[src/rtl/serial_addsub_pkg.sv]
// Shared constants for the bit-serial adder/subtractor: FSM state encoding
// and the operation-select values carried on the sub input.
package serial_addsub_pkg;

  localparam logic [0:0] ST_IDLE = 1'b0;
  localparam logic [0:0] ST_RUN  = 1'b1;

  localparam logic OP_ADD = 1'b0;
  localparam logic OP_SUB = 1'b1;

endpackage

[src/rtl/serial_addsub_fa.sv]
// Single full-adder cell; the only arithmetic in the bit-serial datapath.
module full_add_s (
  input  logic x,
  input  logic y,
  input  logic z,
  output logic s,
  output logic c
);

  assign s = x ^ y ^ z;
  assign c = (x & y) | (x & z) | (y & z);

endmodule

[src/rtl/serial_addsub.sv]
// Bit-serial add/subtract, LSB first, one full-adder cell and a carry flop.
// start/busy: a request is taken on any rising edge where busy=0 and start=1;
// there is no backpressure beyond busy, and requests while busy are dropped.
module serial_addsub
  import serial_addsub_pkg::*;
#(
  parameter int WIDTH = 8
) (
  input  logic             clk,
  input  logic             rst_n,
  input  logic             start,
  input  logic             sub,
  input  logic [WIDTH-1:0] a,
  input  logic [WIDTH-1:0] b,
  output logic             busy,
  output logic             done,
  output logic [WIDTH-1:0] result,
  output logic             cout,
  output logic             ovf
);

  localparam int CW = (WIDTH > 1) ? $clog2(WIDTH) : 1;
  localparam logic [CW-1:0] CNT_LAST = CW'(WIDTH - 1);

  logic [0:0]       state_q, state_d;
  logic [WIDTH-1:0] a_q, a_d;
  logic [WIDTH-1:0] b_q, b_d;
  logic [WIDTH-1:0] result_q, result_d;
  logic             carry_q, carry_d;
  logic [CW-1:0]    cnt_q, cnt_d;
  logic             done_q, done_d;
  logic             cout_q, cout_d;
  logic             ovf_q, ovf_d;

  logic fa_s;
  logic fa_c;

  full_add_s u_fa (
    .x (a_q[0]),
    .y (b_q[0]),
    .z (carry_q),
    .s (fa_s),
    .c (fa_c)
  );

  always_comb begin
    state_d  = state_q;
    a_d      = a_q;
    b_d      = b_q;
    result_d = result_q;
    carry_d  = carry_q;
    cnt_d    = cnt_q;
    done_d   = 1'b0;
    cout_d   = cout_q;
    ovf_d    = ovf_q;
    if (state_q == ST_IDLE) begin
      if (start) begin
        // Subtraction runs as a + ~b + 1: invert B and seed the carry with 1.
        state_d = ST_RUN;
        a_d     = a;
        b_d     = (sub == OP_SUB) ? ~b : b;
        carry_d = sub;
        cnt_d   = '0;
      end
    end else begin
      result_d = {fa_s, result_q[WIDTH-1:1]};
      a_d      = {1'b0, a_q[WIDTH-1:1]};
      b_d      = {1'b0, b_q[WIDTH-1:1]};
      carry_d  = fa_c;
      if (cnt_q == CNT_LAST) begin
        // On the MSB, carry_q is the carry into the MSB and fa_c the carry out.
        state_d = ST_IDLE;
        done_d  = 1'b1;
        cout_d  = fa_c;
        ovf_d   = carry_q ^ fa_c;
      end else begin
        cnt_d = cnt_q + CW'(1);
      end
    end
  end

  always_ff @(posedge clk or negedge rst_n) begin
    if (!rst_n) begin
      state_q  <= ST_IDLE;
      a_q      <= '0;
      b_q      <= '0;
      result_q <= '0;
      carry_q  <= 1'b0;
      cnt_q    <= '0;
      done_q   <= 1'b0;
      cout_q   <= 1'b0;
      ovf_q    <= 1'b0;
    end else begin
      state_q  <= state_d;
      a_q      <= a_d;
      b_q      <= b_d;
      result_q <= result_d;
      carry_q  <= carry_d;
      cnt_q    <= cnt_d;
      done_q   <= done_d;
      cout_q   <= cout_d;
      ovf_q    <= ovf_d;
    end
  end

  assign busy   = (state_q == ST_RUN);
  assign done   = done_q;
  assign result = result_q;
  assign cout   = cout_q;
  assign ovf    = ovf_q;

endmodule

[config.mk]
export PLATFORM = sky130hd
export DESIGN_NAME = serial_addsub
export DESIGN_NICKNAME = d
export VERILOG_FILES = /design/src/rtl/serial_addsub_pkg.sv /design/src/rtl/serial_addsub_fa.sv /design/src/rtl/serial_addsub.sv
export SDC_FILE = /design/constraint.sdc
export NUM_CORES = 1
export LEC_CHECK = 0
export ABC_AREA = 1
export BUFFER_PORTS_ARGS = -buffer_cell sky130_fd_sc_hd__buf_2
export CORE_ASPECT_RATIO = 1.5
export CORE_MARGIN = 2
export CORE_UTILIZATION = 40
export DETAILED_ROUTE_END_ITERATION = 12
export SYNTH_ARGS = -nofsm -noshare
export SYNTH_HDL_FRONTEND = slang
export SYNTH_SLANG_ARGS = --single-unit
[constraint.sdc]
create_clock -name clk -period 2.9 [get_ports clk]
set_clock_uncertainty 0.1 [all_clocks]
set_input_delay 0 -clock clk [delete_from_list [all_inputs] [get_ports clk]]
set_output_delay 0 -clock clk [all_outputs]
set_load 0.02 [all_outputs]
; ---- Yosys cells after proc, flatten, opt, wreduce, memory -nomap -nowiden
; Cells that the tools add are included.
[word_totals]
ff_bits = 32
in_bits = 20
elab_cells = 39
[classes]
add_sub_neg = 1
eq_ne = 2
mux = 15
n_bitwise = 9
reduce_logical = 3
[ops]
columns = op, count
row1 = 2-to-1 mux 8 bit, 5
row2 = 2-to-1 mux 3 bit, 3
row3 = inverter 8 bit, 1
row4 = 2-to-1 mux 1 bit, 7
row5 = AND reduction 2 bit, 2
row6 = adder 3 x 1 -> 3 bit (second input constant), 1
row7 = AND 1 bit, 3
row8 = == test 3 bit (second input constant), 1
row9 = bitwise XOR 1 bit, 3
row10 = inequality test 2 bit (second input constant), 1
row11 = OR 1 bit, 2
row12 = nonzero test 2 bit, 1

; ---- Depth between registers and ports, before layout
; Gate-level depths: netlist (run 1).
[logic_depth]
depth_word = 4
ltp_mapped = 6

; ---- Modules after synthesis
; A second synthesis (run 1) with hierarchy kept.
[hier_totals]
cells_unflattened = 191
area_unflattened_um2 = 1493.9
[by_module_without_submodules]
columns = module, n_inst, cells_per_inst, area_per_inst_um2, seq_area_each_um2
row1 = serial_addsub, 1, 190, 1473.9, 800.8
row2 = full_add_s, 1, 1, 20.0, 0.0

; ---- Worst setup path before layout (run 1)
; OpenSTA, ideal clock, no wires.
[synth_timing]
path_kind = reg-to-reg
start = reg cnt_q[0]
end = reg cnt_q[0]
arrival_ns = 1.132
path_slack_ns = 1.551
stages_incl_launch_ff = 7
n_path_buf = 0
synth_period_minus_slack_ns = 1.349
cell_sequence = dfrtp_1 -> ha_1 -> ha_1 -> nand2_1 -> o21ai_0 -> nand2_1 -> nand2_1
[synth_via]
elab_chain_len = 3
word_cells_on_any_way = 6
[synth_rtl]
columns = item, line_no
row1 = "start, declared", serial_addsub.sv:30  ; logic [CW-1:0] cnt_q, cnt_d;
row2 = "start signal, assigned", serial_addsub.sv:99  ; cnt_q <= cnt_d;
row3 = adder 3 x 1 -> 3 bit / == test 3 bit (equally long branches), "serial_addsub.sv:77, serial_addsub.sv:70"
row4 = 2-to-1 mux 3 bit / inequality test 2 bit (equally long branches), -
row5 = 2-to-1 mux 3 bit / AND reduction 2 bit (equally long branches), -
; Parallel ways exist; a longest one is shown, timed or not. The select of a mux whose other input is x is not followed.
; A chain may end at the register's enable or synchronous reset.

; ---- Worst setup path in the final report (run 1)
[layout_timing]
start = reg state_q (netlist: busy)
end = reg cnt_q[0]
[layout_via]
elab_chain_len = 2
word_cells_on_any_way = 4
[layout_rtl]
columns = item, line_no
row1 = "start, declared", serial_addsub.sv:25  ; logic [0:0] state_q, state_d;
row2 = "start signal, assigned", serial_addsub.sv:94  ; state_q <= state_d;
row3 = inequality test 2 bit (no source line) / nonzero test 2 bit (equally long branches), -
row4 = AND reduction 2 bit (no source line), -
; Parallel ways exist; a longest one is shown, timed or not.

==> metrics.md, run 1 <==
| Metric | Value |
|---|---|
| Peak supply drop | `0.000443 V` |
| Post-Syn Instances | `191` |
| Netlist cell types | `13` |
| P&R area growth vs syn | `29.9%` |
| HP Class | `input port to register` |
| CTS resizes | `0` |
| Clock Path Buffers | `2` |
| Critical path capture point type | `register` |
| # setup viols final | `0` |
| Antenna-violating nets left | `0` |
| Row cnt | `27` |
| Final hold slack | `0.00507 ns` |
| RePlAce Congestion | `0.710` |
| CTS sink count | `32` |
| Post-Place Setup Slack | `1.22 ns` |
| Seq cells post-synth | `32` |
| Top-count cell post-synth | `nand2_1` |
| Diode count | `0` |
| Total grt overflow | `0` |
| Via/cell ratio | `4.47` |
| Total wire length | `2910 um` |
| CP startpoint kind | `register` |
| R2r worst-path depth | `4` |
| Switching Power | `677 uW` |
| Cell area power density | `881 mW/mm2` |
| FF-to-FF End | `cnt_q[0]` |
| Setup CP Type | `register to register` |
| Synth cell count leaders | `nand2_1, dfrtp_1, inv_1, nand3_1, a21oi_1` |
| Tot Pwr | `1.71 mW` |
| Ranking of synthesized cells by area | `dfrtp_1, nand2_1, nand3_1, inv_1, a21oi_1` |
| Clock root buffer master | `clkbuf_8` |
| Hold Path Cell Cnt | `4` |
| Status | `finished, final reports clean` |
| Combinational cell fraction of total power | `36.3%` |
| Post-synth EDFFs | `0` |
| Max Cap Viol | `0` |
| Die X | `53.9 um` |
| Required time of the critical path | `3.02 ns` |
| Tmin final | `1.66 ns` |
| I/O pin total | `32` |
| Placed cells | `260` |
| Pleak | `1.13 nW` |
| RSZ-0062 raised after global routing | `false` |
| Drt first pass iters | `5` |
| Rel. slew slack | `48.8%` |
| First-pass GRT wire length | `5110 um` |
| Worst Path Max Fanout | `23` |
| WP data arrival | `1.77 ns` |
| Nets | `266` |
| Clock slew at reported path FFs | `0.06 ns` |
| Area of the die | `0.00425 mm2` |
| Register share of total power | `45.4%` |
| HPWL Detailed | `1920 um` |
| CTS Buf Count | `5` |
| Post-synth top area cell | `dfrtp_1` |
| Yosys warnings | `0` |
| Setup bufs post-CTS | `0` |
| Synth Cell Area | `0.00149 mm2` |
| Syn_nets | `214` |
| FMAX | `604 MHz` |
| Drt drc | `0` |
| H-tree depth | `2` |
| Ys async rst share | `100%` |
| P_int | `1.03 mW` |
| R2R Setup Slk | `1.24 ns` |
| Initial antenna violation count | `0` |
| 1st-iter DRT viols | `37` |
| Synth top area share | `53.6%` |
| RR Startpoint | `busy` |
| Core Area | `0.00361 mm2` |
| Vias in the first global route | `1235` |
| Largest net degree at the start of global routing | `33` |
| Layout cell share with drive strength beyond 1 | `17.3%` |
| Clk_lat worst skew | `0.28 ns` |
| Slew @ Worst Pin | `0.767 ns` |
| Final std cells w/o fill | `286` |
| Drt wl/cell | `10.2 um` |
| Total track usage | `16.5%` |
| Starting Density | `41.3%` |
| Sequential share of the synthesized area | `53.6%` |
| Setup WS post-layout | `1.24 ns` |
| Ys flop type | `dfrtp_1` |
| Via count | `1277` |
| CTS tree | `yes` |
| Die Height | `78.8 um` |
| Mean Syn Cell Area | `7.82 um2` |
| Final hold vios | `0` |
| Switching portion of total power | `39.6%` |
| I/O Buffers | `31` |
| Slew Viols, Final | `0` |
| Final period util | `57.1%` |
| Hold Crit Start | `start` |
| Setup tns final | `0 ns` |
| Clock power share | `18.3%` |
| Hold Path Sink | `a_q[7]` |
metrics by stage:
stage / utilization (%) / cell area [um2]
2_1_floorplan: - / 1490
3_3_place_gp: 46.3 / 1670
3_5_place_dp: 46.3 / 1670
4_1_cts: 53.7 / 1940
5_1_grt: 53.7 / 1940
6_report: 53.7 / 1940
final cells by class:
class                   count  area [um2]
fillers                   347        1670
multi-input cells         130         569
well taps                  43        53.8
clock inverters             1        5.00
inverters                  23        86.3
flip-flops and latches     32         801
repair buffers             51         353
clock buffers               6        72.6
sequential cells by signal (all words and copies together), names as in the netlist:
signal,flops
a_q,8
b_q,8
result,8
cnt_q,3
busy,1
carry_q,1
cout,1
done,1
ovf,1
worst max-delay path: stages, from the launching register on:
cell	delay (ns)
dfrtp_1	0.84
nand2_1	0.24
o21ai_0	0.25
nand2_1	0.09
nand2_1	0.08
power groups by stage:
stage / sequential, mW / clock (mW) / combinational [mW]
6_report: 0.777 / 0.313 / 0.620
5_1_grt: 0.806 / 0.345 / 0.733
4_1_cts: 0.780 / 0.328 / 0.635
3_5_place_dp: 0.786 / 0 / 0.616
3_3_place_gp: 0.787 / 0 / 0.604
2_1_floorplan: 0.810 / 0 / 0.413
repair_timing:
action / 4_1_cts / 5_1_grt
hold endpoints to repair: 49 / 0
setup endpoints to repair: 0 / 0
hold buffers: 19 / 0
cell families (layout without fill, tap and decap cells):
group	count (synthesis)	after routing	synth area share, %
adders and majority gates	3	3	3.01
DFF	32	32	53.6
AOI/OAI and AO/OA	9	9	3.01
and+or+nand+nor	118	118	32.1
buffers and inverters	29	81	8.29
placed cells by master, fill, tap and decap left out, drive strengths merged:
cell         Yosys  routed
dfrtp           32      32
fa               1       1
clkbuf           0       6
clkinv           0       1
a21oi            7       7
dlygate4sd3      0      19
nor2             3       3
o21ai            2       2
inv             23      23
nand2           98      98
buf              6      32
ha               2       2
nand3           17      17
per-layer routing:
layer | global-route usage (%) | wire, um | up-vias
met3 | 5.08 | 125 | 2
met1 | 18.9 | 1280 | 562
li1 | - | - | 680
met2 | 27.3 | 1480 | 33
met4 | 6.92 | 25 | 0
met5 | 0 | 0 | -
worst max path at each step:
stage | startpoint | endpoint | slack [ns] | cells after the start
finish | busy | cnt_q[0] | 1.24 | 4
global route | busy | cnt_q[0] | 1.09 | 4
CTS | busy | cnt_q[0] | 1.20 | 4
detailed placement | busy | cnt_q[0] | 1.22 | 4
global placement | busy | cnt_q[0] | 1.26 | 4
floorplan | cnt_q[0] | cnt_q[0] | 1.55 | 6
Note: power is estimated with default switching activity, not from simulation.
==> run 2: changes to the inputs <==
clock period = 1.4 ns   (was 2.9 ns; I/O delays follow)
==> metrics.md, run 2 (synthesis results as in run 1) <==
| Metric | Value |
|---|---|
| Die Height | `78.8 um` |
| Rel. slew slack | `73.5%` |
| 1st-iter DRT viols | `13` |
| First-pass GRT wire length | `5130 um` |
| Final hold vios | `0` |
| Drt first pass iters | `4` |
| Starting Density | `41.3%` |
| RePlAce Congestion | `0.751` |
| Diode count | `0` |
| RR Startpoint | `cnt_q[0]` |
| Final period util | `97.1%` |
| Fillcell total | `338` |
| Buffer and inverter count on the worst path | `3` |
| Final hold slack | `0.163 ns` |
| Initial antenna violation count | `0` |
| Cell area power density | `1920 mW/mm2` |
| Clk_lat worst skew | `0.28 ns` |
| R2R Setup Slk | `0.08 ns` |
| Most common cell after layout, fill and taps aside | `nand2_1` |
| # setup viols final | `0` |
| Peak supply drop | `0.00133 V` |
| Status | `finished, final reports clean` |
| Sequential Area | `802 um2` |
| Total track usage | `16.6%` |
| Clock root buffer master | `clkbuf_8` |
| Setup CP Type | `input port to register` |
| FMAX | `736 MHz` |
| Total grt overflow | `0` |
| Drt wl/cell | `10.2 um` |
| Drt drc | `0` |
| R2r worst-path depth | `7` |
| Die X | `53.9 um` |
| Clock Path Buffers | `2` |
| CTS sink count | `32` |
| Max Cap Viol | `0` |
| FF-to-FF End | `ovf` |
| CP delay by family, top | `buffers and inverters` |
| Required time of the critical path | `1.48 ns` |
| Pleak | `1.21 nW` |
| Via/cell ratio | `4.57` |
| Multi-input logic area | `581 um2` |
| Cell Chain, Critical Path | `dlygate4sd3_1, buf_6, nand2_1, dlygate4sd3_1, nand3_1, nand2_1` |
| Slew @ Worst Pin | `0.398 ns` |
| Largest net degree at the start of global routing | `33` |
| HP Class | `input port to asynchronous set/reset pin` |
| Clock slew at reported path FFs | `0.06 ns` |
| Row cnt | `27` |
| H-tree depth | `2` |
| Commonest cells after routing, fill and taps aside | `nand2_1, dfrtp_1, buf_2` |
| I/O pin total | `32` |
| Core Area | `0.00361 mm2` |
| Tot Pwr | `4.07 mW` |
| WP data arrival | `1.44 ns` |
| CP max stage delay | `0.56 ns` |
| Placed cells | `265` |
| Critical path capture point type | `register` |
| Tmin final | `1.36 ns` |
| Vias in the first global route | `1225` |
| Worst Path Max Fanout | `10` |
| I/O Buffers | `31` |
| Final std cells w/o fill | `296` |
| Slew Viols, Final | `0` |
| P&R area growth vs syn | `42.0%` |
| CTS Buf Count | `5` |
| CP startpoint kind | `input port` |
| Area of the die | `0.00425 mm2` |
| HPWL Detailed | `2000 um` |
| Layout cell share with drive strength beyond 1 | `21.7%` |
| Slowest-stage cell, CP | `dlygate4sd3_1` |
| Nets | `275` |
| Total wire length | `3020 um` |
| Via count | `1354` |
| CTS tree | `yes` |
| Antenna-violating nets left | `0` |
run 2: cell count changes in the layout (fill, tap and decap cells not counted), moves of 2 or more:
cell           change
buf_4              +3
buf_12             +3
clkbuf_8           +2
dlygate4sd3_1      +3
run 2: routing by layer:
layer,track usage (%),vias up,wire (um)
li1,-,696,-
met1,19.0,626,1290
met2,26.5,25,1530
met3,5.08,7,121
met4,9.23,0,75
met5,0,-,0
run 2: worst reg2reg max path, delay by kind of cell (launching register included):
family	cells	cell delay, ns
simple gates	3	0.19
fa+ha+maj	2	0.38
flops	1	0.40
buf+inv	2	0.16
run 2: metrics by stage:
stage | area (um2) | worst slack (ns) | util [%] | setup TNS (ns)
global route | 2120 | -0.0200 | 58.7 | -0.0347
detailed placement | 1740 | -0.0106 | 48.0 | -0.0251
global placement | 1740 | 0.0204 | 48.0 | 0
finish | 2120 | 0.0407 | 58.7 | 0
floorplan | 1490 | 0.0507 | - | 0
CTS | 2080 | 0.0229 | 57.6 | 0
run 2: where the power goes:
part	switching [mW]	internal [mW]
clock	0.328	0.627
sequential	0.234	1.30
combinational	0.912	0.668
run 2: final cells by class:
type	count	area share [%]
clock buffer	7	4.54
clock inverter	1	1.42
inverter	23	4.07
multi-input combinational	130	27.4
sequential	32	37.8
tap	43	2.54
timing repair buffer	60	22.2
run 2: worst max-delay path by stage:
stage	end	from	cells past startpoint	slack, ns
after floorplan	cnt_q[0]	cnt_q[0]	6	0.05
after global placement	cnt_q[0]	cnt_q[0]	6	0.02
after detailed placement	cnt_q[2]	cnt_q[0]	6	-0.01
after CTS	b_q[4]	sub	6	0.02
after global routing	b_q[7]	sub	6	-0.02
final	b_q[1]	sub	6	0.04
run 2: repair_timing:
| item | 4_1_cts | 5_1_grt |
|---|---|---|
| setup buffers | 0 | 1 |
| resized for setup | 2 | 7 |
| endpoints found under the hold margin | 50 | 0 |
| setup endpoints to repair | 4 | 8 |
| hold buffers | 22 | 0 |
| pin swaps | 0 | 1 |
